<file path="src/rtl/mips_cpu_pkg.sv">
// Shared types and helpers for the mips_cpu divider: FSM states, width constant
// and the sign/magnitude split used to prepare DIV/DIVU operands.
package mips_cpu_pkg;

    localparam int DIV_WIDTH = 32;

    typedef enum logic [1:0] {
        IDLE = 2'd0,
        CALC = 2'd1,
        FIX  = 2'd2
    } div_state_t;

    typedef struct packed {
        logic               sign;
        logic [DIV_WIDTH:0] mag;
    } abs_t;

    // One extra magnitude bit keeps |0x80000000| representable.
    function automatic abs_t abs_val(input logic [DIV_WIDTH-1:0] value, input logic is_signed);
        abs_t res;
        res.sign = is_signed & value[DIV_WIDTH-1];
        if (res.sign) begin
            res.mag = {(DIV_WIDTH+1){1'b0}} - {1'b1, value};
        end else begin
            res.mag = {1'b0, value};
        end
        return res;
    endfunction

endpackage

</file>
<file path="src/rtl/mips_cpu_div_step.sv">
// One restoring-division step: trial-subtract the divisor magnitude from the
// shifted partial remainder and either keep the difference or restore.
module mips_cpu_div_step #(
    parameter int WIDTH = 32
) (
    input  logic [WIDTH:0]   shifted_rem,
    input  logic [WIDTH-1:0] divisor_mag,
    output logic [WIDTH-1:0] next_rem,
    output logic             q_bit
);

    logic [WIDTH+1:0] diff_s;

    // Trial subtraction with a spare sign bit; a restored remainder always fits WIDTH bits.
    always_comb begin
        diff_s = {1'b0, shifted_rem} - {2'b00, divisor_mag};
        q_bit  = ~diff_s[WIDTH+1];
        if (q_bit) begin
            next_rem = diff_s[WIDTH-1:0];
        end else begin
            next_rem = shifted_rem[WIDTH-1:0];
        end
    end

endmodule

</file>
<file path="src/rtl/mips_cpu_divider.sv">
// Multi-cycle radix-2 restoring divider for DIV/DIVU: WIDTH iteration steps
// followed by one sign-fix cycle; quotient feeds LO, remainder feeds HI.
module mips_cpu_divider
    import mips_cpu_pkg::*;
#(
    parameter int WIDTH = DIV_WIDTH
) (
    input  logic             clk,
    input  logic             reset,
    input  logic             start,
    input  logic             is_signed,
    input  logic [WIDTH-1:0] dividend,
    input  logic [WIDTH-1:0] divisor,
    output logic             busy,
    output logic             done,
    output logic [WIDTH-1:0] quotient,
    output logic [WIDTH-1:0] remainder
);

    localparam int CW = $clog2(WIDTH + 1);

    div_state_t       state_r;
    div_state_t       state_next_s;
    logic [WIDTH-1:0] rem_r;
    logic [WIDTH-1:0] dvd_r;
    logic [WIDTH-1:0] dsr_r;
    logic [CW-1:0]    count_r;
    logic             q_neg_r;
    logic             r_neg_r;
    logic             div_zero_r;
    logic             busy_r;
    logic             done_r;
    logic [WIDTH-1:0] quotient_r;
    logic [WIDTH-1:0] remainder_r;

    abs_t             dvd_abs_s;
    abs_t             dsr_abs_s;
    logic [WIDTH-1:0] next_rem_s;
    logic             q_bit_s;
    logic             unused_s;

    assign dvd_abs_s = abs_val(dividend, is_signed);
    assign dsr_abs_s = abs_val(divisor, is_signed);
    // The top magnitude bit is always clear once truncated to WIDTH bits.
    assign unused_s  = dvd_abs_s.mag[WIDTH] ^ dsr_abs_s.mag[WIDTH];

    mips_cpu_div_step #(
        .WIDTH(WIDTH)
    ) u_step (
        .shifted_rem (                {rem_r, dvd_r[WIDTH-1]}),
        .divisor_mag (                dsr_r),
        .next_rem    (                next_rem_s),
        .q_bit       (                q_bit_s)
    );

    // FSM state register.
    always_ff @(posedge clk) begin
        if (reset) begin
            state_r <= IDLE;
        end else begin
            state_r <= state_next_s;
        end
    end

    // Next-state logic: CALC runs until the counter reaches its last step.
    always_comb begin
        state_next_s = state_r;
        case (state_r)
            IDLE: begin
                if (start) begin
                    state_next_s = CALC;
                end else begin
                    state_next_s = IDLE;
                end
            end
            CALC: begin
                if (count_r == CW'(1)) begin
                    state_next_s = FIX;
                end else begin
                    state_next_s = CALC;
                end
            end
            FIX:     state_next_s = IDLE;
            default: state_next_s = IDLE;
        endcase
    end

    // Datapath: operand capture, iteration, and registered sign-corrected results.
    always_ff @(posedge clk) begin
        if (reset) begin
            rem_r       <= {WIDTH{1'b0}};
            dvd_r       <= {WIDTH{1'b0}};
            dsr_r       <= {WIDTH{1'b0}};
            count_r     <= {CW{1'b0}};
            q_neg_r     <= 1'b0;
            r_neg_r     <= 1'b0;
            div_zero_r  <= 1'b0;
            busy_r      <= 1'b0;
            done_r      <= 1'b0;
            quotient_r  <= {WIDTH{1'b0}};
            remainder_r <= {WIDTH{1'b0}};
        end else begin
            done_r <= 1'b0;
            case (state_r)
                IDLE: begin
                    if (start) begin
                        dvd_r      <= dvd_abs_s.mag[WIDTH-1:0];
                        dsr_r      <= dsr_abs_s.mag[WIDTH-1:0];
                        rem_r      <= {WIDTH{1'b0}};
                        count_r    <= CW'(WIDTH);
                        q_neg_r    <= dvd_abs_s.sign ^ dsr_abs_s.sign;
                        r_neg_r    <= dvd_abs_s.sign;
                        div_zero_r <= (divisor == {WIDTH{1'b0}});
                        busy_r     <= 1'b1;
                    end
                end
                CALC: begin
                    // The dividend register shifts out its MSB and collects quotient bits.
                    rem_r   <= next_rem_s;
                    dvd_r   <= {dvd_r[WIDTH-2:0], q_bit_s};
                    count_r <= count_r - CW'(1);
                end
                FIX: begin
                    // Divide-by-zero reports all ones regardless of operand signs.
                    if (div_zero_r) begin
                        quotient_r <= {WIDTH{1'b1}};
                    end else if (q_neg_r) begin
                        quotient_r <= {WIDTH{1'b0}} - dvd_r;
                    end else begin
                        quotient_r <= dvd_r;
                    end
                    if (r_neg_r) begin
                        remainder_r <= {WIDTH{1'b0}} - rem_r;
                    end else begin
                        remainder_r <= rem_r;
                    end
                    done_r <= 1'b1;
                    busy_r <= 1'b0;
                end
                default: begin
                    busy_r <= 1'b0;
                end
            endcase
        end
    end

    assign busy      = busy_r;
    assign done      = done_r;
    assign quotient  = quotient_r;
    assign remainder = remainder_r;

endmodule

</file>
<file path="config.mk">
export PLATFORM = sky130hd
export DESIGN_NAME = mips_cpu_divider
export DESIGN_NICKNAME = d
export VERILOG_FILES = /design/src/rtl/mips_cpu_pkg.sv /design/src/rtl/mips_cpu_div_step.sv /design/src/rtl/mips_cpu_divider.sv
export SDC_FILE = /design/constraint.sdc
export NUM_CORES = 1
export LEC_CHECK = 0
export CAP_MARGIN = 20
export CORE_MARGIN = 3
export CORE_UTILIZATION = 55
export CTS_CLUSTER_DIAMETER = 200
export DETAILED_ROUTE_END_ITERATION = 8
export PLACE_DENSITY = 0.83
export SYNTH_ARGS = -nofsm -noshare
export SYNTH_HDL_FRONTEND = slang
export SYNTH_SLANG_ARGS = --single-unit
</file>
<file path="constraint.sdc">
create_clock -name clk -period 9.1 [get_ports clk]
set_input_delay 1.82 -clock clk [delete_from_list [all_inputs] [get_ports clk]]
set_output_delay 1.82 -clock clk [all_outputs]
set_load 0.005 [all_outputs]
</file>
Yosys cells after proc, flatten, opt, wreduce, memory -nomap -nowiden
Cells that the tools add are included.
Cells by class
  add/subtract/negate cells: 6
  equal/unequal tests: 4
  mux-type cells: 18
  bitwise logic cells: 5
  reductions and logical operators: 6
Operators by type and width (number)
  $mux W32: 8
  $pmux W32 S2: 2
  $sub A1 B32 Y32 const A: 4
  $sub A33 B32 Y34: 1
  $logic_not A32 Y1: 1
  $pmux W6 S2: 1
  $eq A6 B1 Y1 const B: 1
  $mux W6: 1
  $reduce_and A2 Y1: 3
  $sub A6 B1 Y6 const B: 1
  $pmux W2 S2: 1
  $mux W1: 3
  $and A1 B1 Y1: 2
  $eq A2 B1 Y1 const B: 1
  $eq A2 B2 Y1 const B: 1
  $logic_not A2 Y1: 1
  $mux W2: 1
  $ne A2 B2 Y1 const B: 1
  $not A1 Y1: 2
  $pmux W1 S2: 1
  $reduce_bool A2 Y1: 1
  $xor A1 B1 Y1: 1
Word-level totals
  register bits: 173
  output and inout port bits: 66
  word-level logic and storage cells: 51

Logic depth before layout (Yosys ltp)
Gate-level depths: netlist of run 1.
  depth in word-level cells: 4
  gate-level depth with buffers: 13
  depth with buffers taken out: 12

By module
A second synthesis of run 1 with hierarchy kept.
Second synthesis, totals
  cells, all modules: 1424
  area, all modules: 11242.0 sq um
Modules (own cells, without submodules)
  mips_cpu_divider: instances 1, cells an instance 1052, area each 8868.5 sq um, sequential area each 3463.3 sq um
  mips_cpu_div_step: instances 1, cells an instance 372, area each 2373.5 sq um, sequential area each 0.0 sq um

Worst setup path before layout of run 1
No wires, ideal clock.
  path type: input to register
  start: in divisor[10]
  end: reg dsr_r[19]
  arrival: 4018 ps
  data required time: 9014 ps
  slack: 4996 ps
  cell stages on the path: 7
  path buffers: 0
  cell sequence: or4_4 or3_4 or3_4 or3_2 o41ai_2 xor2_1 a211oi_1
On the way
  longest elaborated chain between the ends: 2
Ends and longest elaborated chain
  start, declared: RTL line mips_cpu_divider.sv:13  | input logic [WIDTH-1:0] divisor,
  $sub A1 B32 Y32: RTL line mips_cpu_pkg.sv:23  | res.mag = {(DIV_WIDTH+1){1'b0}} - {1'b1, value};
  $mux W32: RTL line mips_cpu_pkg.sv:22  | if (res.sign) begin
  end signal, assigned: RTL line mips_cpu_divider.sv:93  | dsr_r <= {WIDTH{1'b0}};
  end signal, assigned: RTL line mips_cpu_divider.sv:108  | dsr_r <= dsr_abs_s.mag[WIDTH-1:0];
  end, declared: RTL line mips_cpu_divider.sv:26  | logic [WIDTH-1:0] dsr_r;
No other way between the ends.
A chain may end at the register's enable or synchronous reset.

Worst setup path in the final report of run 1
  start: in divisor[8]
  end: reg dsr_r[24]
Same word-level chain as after synthesis.

==> impl_metrics.ini, run 1 <==
[clock_tree]
cts_htree_levels = 4
cts_num_sinks = 173
ctsLongestPathBuffers = 2
numCtsBuffers = 17
post_cts_buffers = 0
cts-hold-fix-buffers = 0
clkSlewWorstSetupHoldPaths_ns = 0.07
cts_repair_resize_count = 0
worstSkewPairLatency_ns = 0.44
cts_tree = done
clock_tree.root_cell = clkbuf_16

[worst_hold_path]
hp-class = flip-flop to flip-flop
holdPathEnd = remainder[26]
hold_path_depth = 2
timing.hold.worst.start = remainder[26]

[yosys]
synthAdderAreaFrac = 0.04637
muxShareOfSynthArea = 0.006674
synth_xor_xnor_area_share = 0.1131
synth_seq_cells = 173
post_synth_main_area_contributors = dfxtp_1 (32%), xor2_1 (7.5%), a211oi_1 (5.4%), nor2_1 (5.1%), nand2_1 (4.5%)
syn-mean-instance-area_um2 = 7.811
unique_cell_type_count_in_the_yosys_netlist = 63
proportion_of_register_bits_with_asynchronous_set_or_reset_after_synthesis = 0
post_synth_inst_count = 1368
synth-compound-area-share = 0.2422
post_synth_instance_area_um2 = 10690
synth_simple_gate_area_frac = 0.2172
synth.top_cell.area_share = 0.3241
ys.flop_type = dfxtp_1
synth_top_area_cell = dfxtp_1
synth.yosys.warnings = 0
synth_top_family_by_area = compound AO/OA/AOI/OAI gates
number_of_enable_flip_flop_cells_after_synthesis = 0
mappedNetlistNets = 1475
synth-seq-area-share = 0.3241

[global_route]
initial_antenna_violation_count = 0
grt_first_pass_wirelength_mm = 45.95
grt_max_degree = 111
grt_residual_overflow = 0
track_usage = 0.2571
first_global_vias = 9029

[critical_path]
cp_data_arrival_time_ns = 4.65
crit_path_end_kind = flip-flop
critical_path.top_delay_family = simple AND/OR/NAND/NOR gates
timing.critical_path.from_type = input pin
reg2reg_from = rem_r[18]
critical_path.max_fanout = 6
endpoint_of_the_most_critical_register_to_register_path = rem_r[26]
worst-r2r-cell-count = 9
critPathMaxStageDelay_ns = 0.56
timing.critical_path.buf_inv = 1
critical_path.slowest_cell = or4_4
critPathKind = input pin to flip-flop
worst-r2r-setup-slack_ns = 5.40
path_common_cell = or3_4
required_ns = 9.45
timing.critical_path.cells = clkdlybuf4s50_1 > or4_4 > or3_4 > or3_4 > nor3_4 > nand2_1 > o41ai_1 > xor2_1 > a211oi_1

[power_and_ir_drop]
cellLeakagePower_uw = 0.004747
clock_power_share = 0.247
vdd_drop_max_v = 0.0002661
power_frac_seq = 0.304
p_sw_uw = 1284
totalPowerFinal_uw = 3119
internal_power_uw = 1835
powerDensity_nw_per_um2 = 244.4
power_frac_comb = 0.449
switching_share = 0.4117

[die]
num_rows = 50
coreArea_um2 = 18890
num_io_pins = 134
initial_core_util = 0.5656
die-area_um2 = 21140
die_width_um = 145.4
chipHeight_um = 145.4

[route]
routed_wirelength_mm = 28.22
vias = 10330
detail_route.vias_per_cell = 6.020
drt_pass1_iterations = 5
final_antenna_net_count = 0
routedWlPerCell_um = 16.44
drc = 0
dr.first_iter.drc_count = 909

[final_layout]
drive_above_1_share = 0.04602
number_of_diodes_added_for_antenna_fixing = 0
final_core_util = 0.6755
area_delta_synth_final_pct = 19.44
fillers = 1616
design.final.nets = 1551
most-common-layout-cells = dfxtp_1 (173), nor2_1 (141), clkdlybuf4s50_1 (132)
most_common_cell_after_layout_fill_and_taps_aside = dfxtp_1
postLayoutCellArea_um2 = 12760

[sta]
slew_viol_final = 0
timing.clock.skew_ns = 0.01275
number_of_endpoints_with_negative_hold_slack_in_the_final_report = 0
final.setup.tns_ns = 0
slew-limit-headroom = 0.3489
max_slew.worst_pin.slew_ns = 0.9767
final.period_utilization = 0.4725
maximum_clock_rate_mhz = 232.6
setup_viol_count_final = 0
finalCriticalPeriod_ns = 4.300
rsz_0062_raised_after_global_routing = false

[placement]
gpl.final_weighted_congestion = 0.8597
portBuffers = 133
dpl.hpwl_mm = 20.17
post_dp_cell_area_um2 = 12100

[flow_run]
cap_viol_max_count = 0

[status]
outcome = finished, final reports clean
## metal layers
layer / up-vias / GRT usage / wire length [µm]
met3: 35 / 0.03986 / 2256
met5: - / 0 / 0
met4: 0 / 0.07075 / 359
met2: 411 / 0.3725 / 12130
li1: 5128 / - / -
met1: 4756 / 0.3959 / 13470
## stage by stage
step,worst slack [ns],std cells,hold WS (ns)
final,4.800,1716,0.4537
after global routing,4.660,1716,0.4805
after CTS,4.817,1714,0.4529
after detailed placement,4.360,1683,0.4454
after global placement,4.458,1683,0.4418
after floorplan,4.996,1368,0.4319
## cells in the mapped netlist (6+ instances only)
library cell    n
buf_1          12
o41ai_1        18
or3_1          15
nor4_1         21
xnor2_1        46
a21o_1         13
a22o_1          6
nor2_1        144
dfxtp_1       173
clkbuf_1       74
o311ai_0        7
ha_1           38
nand2b_1       11
nand3_1        81
a32oi_1         9
or4_1           9
a21oi_1        91
inv_1          56
o31ai_1        27
nand2_1       128
nor2b_1         8
o21ai_0        58
a22oi_1        31
mux2i_1         6
a211oi_1       77
nor3_1         26
nand4_1        11
xor2_1         92
a31oi_1         6
## how the worst max path moves through the flow
stage / startpoint / to / slack [ns] / cells after the start
finish: divisor[8] / dsr_r[24] / 4.80 / 9
global route: dividend[2] / dvd_r[29] / 4.66 / 9
CTS: divisor[8] / dsr_r[24] / 4.82 / 9
detailed placement: divisor[8] / dsr_r[24] / 4.36 / 9
global placement: divisor[8] / dsr_r[24] / 4.46 / 9
floorplan: divisor[10] / dsr_r[19] / 5.00 / 7
## power groups by stage
stage	Sequential [µW]	Combinational [µW]	Clock, µW
detailed placement	958	1360	0
global placement	953	1340	0
global route	957	1560	806
floorplan	909	1080	0
CTS	941	1380	775
finish	948	1400	770
## final cells by class
class	count	area, µm²	area share
multi-input cells	1052	6709	0.5257
flip-flops and latches	173	3463	0.2714
repair buffers	144	1439	0.1127
clock buffers	21	450.4	0.03529
well taps	260	325.3	0.02549
inverters	56	210.2	0.01647
clock inverters	10	165.2	0.01294
## logic make-up after synthesis
group	count (synthesis)
DFF	173
muxes	7
and+or+nand+nor	488
adders and majority gates	39
AOI/OAI and AO/OA	380
buffers and inverters	143
xor gates and xnor gates	138
## registers in the layout, summed over array words and instances (netlist names), 2 cells and up
name,flops
rem_r,32
remainder,32
state_r,2
dvd_r,32
count_r,6
dsr_r,32
quotient,32
## worst min-delay path, stage by stage (launching register included)
cell and delay, ns:
dfxtp_1 0.31, nand2_1 0.05, a21oi_1 0.05
Note: power is estimated with default switching activity, not from simulation.
==> run 2: changes to the inputs <==
==> constraint.sdc (replaced) <==
create_clock -name clk -period 4.2 [get_ports clk]
set_input_delay 0.84 -clock clk [delete_from_list [all_inputs] [get_ports clk]]
set_output_delay 0.84 -clock clk [all_outputs]
set_load 0.005 [all_outputs]
==> impl_metrics.ini, run 2 (same netlist as run 1, synthesis figures left out) <==
[clock_tree]
cts_num_sinks = 173
worstSkewPairLatency_ns = 0.44
numCtsBuffers = 17
cts_htree_levels = 4
cts_repair_resize_count = 0
cts_tree = done
clock_tree.root_cell = clkbuf_16
ctsLongestPathBuffers = 2
post_cts_buffers = 0
clkSlewWorstSetupHoldPaths_ns = 0.07
cts-hold-fix-buffers = 0

[status]
outcome = finished, final reports clean

[power_and_ir_drop]
cellLeakagePower_uw = 0.004773
powerDensity_nw_per_um2 = 533.8
vdd_drop_max_v = 0.0004157

[sta]
timing.clock.skew_ns = 0.009484
final.setup.tns_ns = 0
setup_viol_count_final = 0
maximum_clock_rate_mhz = 298.8
slew_viol_final = 0
number_of_endpoints_with_negative_hold_slack_in_the_final_report = 0
rsz_0062_raised_after_global_routing = false
slew-limit-headroom = 0.3164
max_slew.worst_pin.slew_ns = 1.024
final.period_utilization = 0.7967
finalCriticalPeriod_ns = 3.346

[critical_path]
critPathMaxStageDelay_ns = 0.56
reg2reg_from = dvd_r[31]
worstSetupStartpoint = divisor[8]
required_ns = 4.53
critical_path.max_fanout = 4
critPathKind = input pin to flip-flop
cp_data_arrival_time_ns = 3.68
critical_path.slowest_cell = or4_4
path_common_cell = or3_4
critical_path.top_delay_family = simple AND/OR/NAND/NOR gates
timing.critical_path.from_type = input pin
timing.critical_path.buf_inv = 1
worst-r2r-setup-slack_ns = 0.86
timing.critical_path.cells = clkdlybuf4s50_1 > or4_4 > or3_4 > or3_4 > nor4b_4 > nand2_2 > o31ai_2 > xnor2_1 > a22o_1
crit_path_end_kind = flip-flop

[route]
final_antenna_net_count = 0
drc = 0
vias = 10390
routed_wirelength_mm = 28.69
dr.first_iter.drc_count = 947
drt_pass1_iterations = 5
routedWlPerCell_um = 16.65
detail_route.vias_per_cell = 6.033

[placement]
post-place-cells = 1691
portBuffers = 133
dpl.hpwl_mm = 20.91
gpl.final_weighted_congestion = 0.9000

[final_layout]
design.final.nets = 1557
most-common-layout-cells = dfxtp_1 (173), nor2_1 (141), clkdlybuf4s50_1 (132)
number_of_diodes_added_for_antenna_fixing = 0
area_delta_synth_final_pct = 19.54
drive_above_1_share = 0.05195
post_layout_nonfiller_instances = 1723
most_common_cell_after_layout_fill_and_taps_aside = dfxtp_1

[worst_hold_path]
hp-class = flip-flop to flip-flop
timing.hold.worst.start = remainder[22]

[flow_run]
cap_viol_max_count = 0

[die]
num_rows = 50
coreArea_um2 = 18890
chipHeight_um = 145.4
die-area_um2 = 21140
initial_core_util = 0.5656
num_io_pins = 134
die_width_um = 145.4

[global_route]
grt_residual_overflow = 0
initial_antenna_violation_count = 0
grt_max_degree = 59
track_usage = 0.2626
grt_first_pass_wirelength_mm = 46.96
first_global_vias = 9343
run 2: path summary, 6_finish.rpt:
kind,endpoint,cells after the start
hold reg to reg,remainder[22],2
hold / removal,remainder[22],2
setup / recovery,dsr_r[29],9
setup reg to reg,rem_r[28],13
run 2: cell type report:
class	count	area [µm²]
clock inverters	14	180.2
clock buffers	18	429.2
inverters	56	210.2
multi-input cells	1052	6709
well taps	260	325.3
fillers	1593	6120
repair buffers	150	1456
flip-flops and latches	173	3463
run 2: per-layer routing:
layer,vias to the layer above,track usage,routed length [µm],part of all wire
met2,409,0.3940,12400,0.43
li1,5137,-,-,-
met5,-,0,0,0
met3,39,0.05076,2152,0.075
met1,4809,0.3900,13730,0.48
met4,0,0.06458,415,0.014
run 2: worst register-to-register path: cells and delay by family (launching register included):
kind | cells | cell delay [ns]
AO/OA/AOI/OAI | 6 | 1.65
flip-flops | 1 | 0.31
adder cells (fa/ha/maj) | 2 | 0.62
buffers and inverters | 3 | 0.35
AND/OR/NAND/NOR | 1 | 0.14
XOR/XNOR | 1 | 0.16
run 2: metrics by stage:
step                area, µm²  worst slack [ns]    util  hold slack (ns)  total power [µW]
finish                  12770            0.8537  0.6761           0.4525              6818
CTS                     12770            0.8750  0.6761           0.4595              6760
global placement        12160            0.5310  0.6438           0.4419              5028
floorplan               10690             1.076       -           0.4319              4312
detailed placement      12160            0.4146  0.6438           0.4492              5098
global route            12770            0.5949  0.6761           0.4739              7264
run 2: power by group:
part | switching, µW | internal, µW
clock network | 704 | 949
registers | 268 | 1790
logic | 1890 | 1220
==> run 3: changes to the inputs <==
==> constraint.sdc (replaced) <==
create_clock -name clk -period 3.39 [get_ports clk]
set_input_delay 0.678 -clock clk [delete_from_list [all_inputs] [get_ports clk]]
set_output_delay 0.678 -clock clk [all_outputs]
set_load 0.005 [all_outputs]
==> impl_metrics.ini, run 3 (same netlist as run 1, synthesis figures left out) <==
[final_layout]
multi_input_area_um2 = 6728
postLayoutCellArea_um2 = 12970
drive_above_1_share = 0.06869
most-common-layout-cells = dfxtp_1 (173), nor2_1 (141), clkdlybuf4s50_1 (132)
final_core_util = 0.6864
post_layout_nonfiller_instances = 1745
number_of_diodes_added_for_antenna_fixing = 0
most_common_cell_after_layout_fill_and_taps_aside = dfxtp_1
fillers = 1583
design.final.nets = 1579
sequential_cell_area_um2 = 3463
area_delta_synth_final_pct = 21.37

[critical_path]
critPathKind = flip-flop to flip-flop
cp_data_arrival_time_ns = 3.42
timing.critical_path.from_type = flip-flop
timing.critical_path.cells = inv_1 > ha_2 > inv_1 > fa_1 > a211o_1 > a211oi_2 > buf_4 > nor3_1 > a211oi_2 > buf_4 > o31ai_1 > o41ai_2 > xnor2_1 > o21ai_0
worst-r2r-cell-count = 14
required_ns = 3.70
critical_path.slowest_cell = o41ai_2
crit_path_end_kind = flip-flop
critPathMaxStageDelay_ns = 0.39
critical_path.max_fanout = 6

[power_and_ir_drop]
power_frac_comb = 0.474
internal_power_uw = 4968
power_frac_seq = 0.292
cellLeakagePower_uw = 0.004887
p_sw_uw = 3592
vdd_drop_max_v = 0.0004193
clock_power_share = 0.234
powerDensity_nw_per_um2 = 660.0
switching_share = 0.4196

[placement]
gpl.final_weighted_congestion = 0.9066
dpl.hpwl_mm = 21.18
post_dp_cell_area_um2 = 12330
post-place-cells = 1712
portBuffers = 133
placement.setup.worst_slack_ns = -0.1133

[route]
vias = 10560
dr.first_iter.drc_count = 953
drt_pass1_iterations = 5
detail_route.vias_per_cell = 6.050
routedWlPerCell_um = 16.50
drc = 0
final_antenna_net_count = 0
routed_wirelength_mm = 28.79

[global_route]
initial_antenna_violation_count = 0
grt_max_degree = 91
grt_first_pass_wirelength_mm = 47.36
first_global_vias = 9531
grt_residual_overflow = 0
track_usage = 0.2658

[clock_tree]
cts_htree_levels = 4
clkSlewWorstSetupHoldPaths_ns = 0.07
ctsLongestPathBuffers = 2
cts_num_sinks = 173
worstSkewPairLatency_ns = 0.44
cts-hold-fix-buffers = 0
cts_tree = done
clock_tree.root_cell = clkbuf_16
cts_repair_resize_count = 0
post_cts_buffers = 0
numCtsBuffers = 17

[sta]
slew-limit-headroom = 0.3510
timing.clock.skew_ns = 0.009244
slew_viol_final = 0
final.period_utilization = 0.9155
finalWorstSetupSlack_ns = 0.2864
final.setup.tns_ns = 0
number_of_endpoints_with_negative_hold_slack_in_the_final_report = 0
max_slew.worst_pin.slew_ns = 0.9721
rsz_0062_raised_after_global_routing = false
finalCriticalPeriod_ns = 3.104
setup_viol_count_final = 0
maximum_clock_rate_mhz = 322.2

[flow_run]
cap_viol_max_count = 0

[die]
chipHeight_um = 145.4
die-area_um2 = 21140
num_io_pins = 134
initial_core_util = 0.5656
coreArea_um2 = 18890
num_rows = 50
die_width_um = 145.4

[worst_hold_path]
hold_path_depth = 2
hp-class = flip-flop to flip-flop

[status]
outcome = finished, final reports clean
run 3: final cells by class:
cell class,count,share of cell area
clock buffer,19,0.03415
clock inverter,13,0.01216
inverter,56,0.01621
multi-input combinational,1052,0.5188
sequential,173,0.2671
tap,260,0.02508
timing repair buffer,172,0.1266
run 3: final timing paths:
| kind | startpoint | to | slack [ns] |
|---|---|---|---|
| worst min-delay path | remainder[26] | remainder[26] | 0.46 |
| worst max-delay path | dvd_r[31] | rem_r[28] | 0.29 |
| worst min register to register | remainder[26] | remainder[26] | 0.46 |
| worst max register to register | dvd_r[31] | rem_r[28] | 0.29 |
run 3: power by group through the flow:
stage	logic [µW]	clock network [µW]	registers, µW
floorplan	2900	0	2440
global placement	3820	0	2520
detailed placement	3910	0	2530
CTS	3960	2020	2480
global route	4520	2110	2520
finish	4060	2000	2500
run 3: per-layer routing:
| layer | GRT usage | share of wire | vias to the layer above |
|---|---|---|---|
| li1 | - | - | 5177 |
| met1 | 0.3968 | 0.47 | 4910 |
| met2 | 0.4010 | 0.43 | 437 |
| met3 | 0.04547 | 0.083 | 34 |
| met4 | 0.06458 | 0.011 | 0 |
| met5 | 0 | 0 | - |
run 3: per-stage QoR:
step | total power [µW] | hold slack [ns]
after floorplan | 5342 | 0.4319
after global placement | 6343 | 0.4413
after detailed placement | 6440 | 0.4491
after CTS | 8455 | 0.4576
after global routing | 9145 | 0.4791
final | 8560 | 0.4566
run 3: worst max-delay path: cells and delay by family, from the launching register on:
family,cells,cell delay [ns]
compound gates,6,1.37
xor+xnor,1,0.15
fa+ha+maj,2,0.59
buf+inv,4,0.48
flops,1,0.32
simple gates,1,0.06
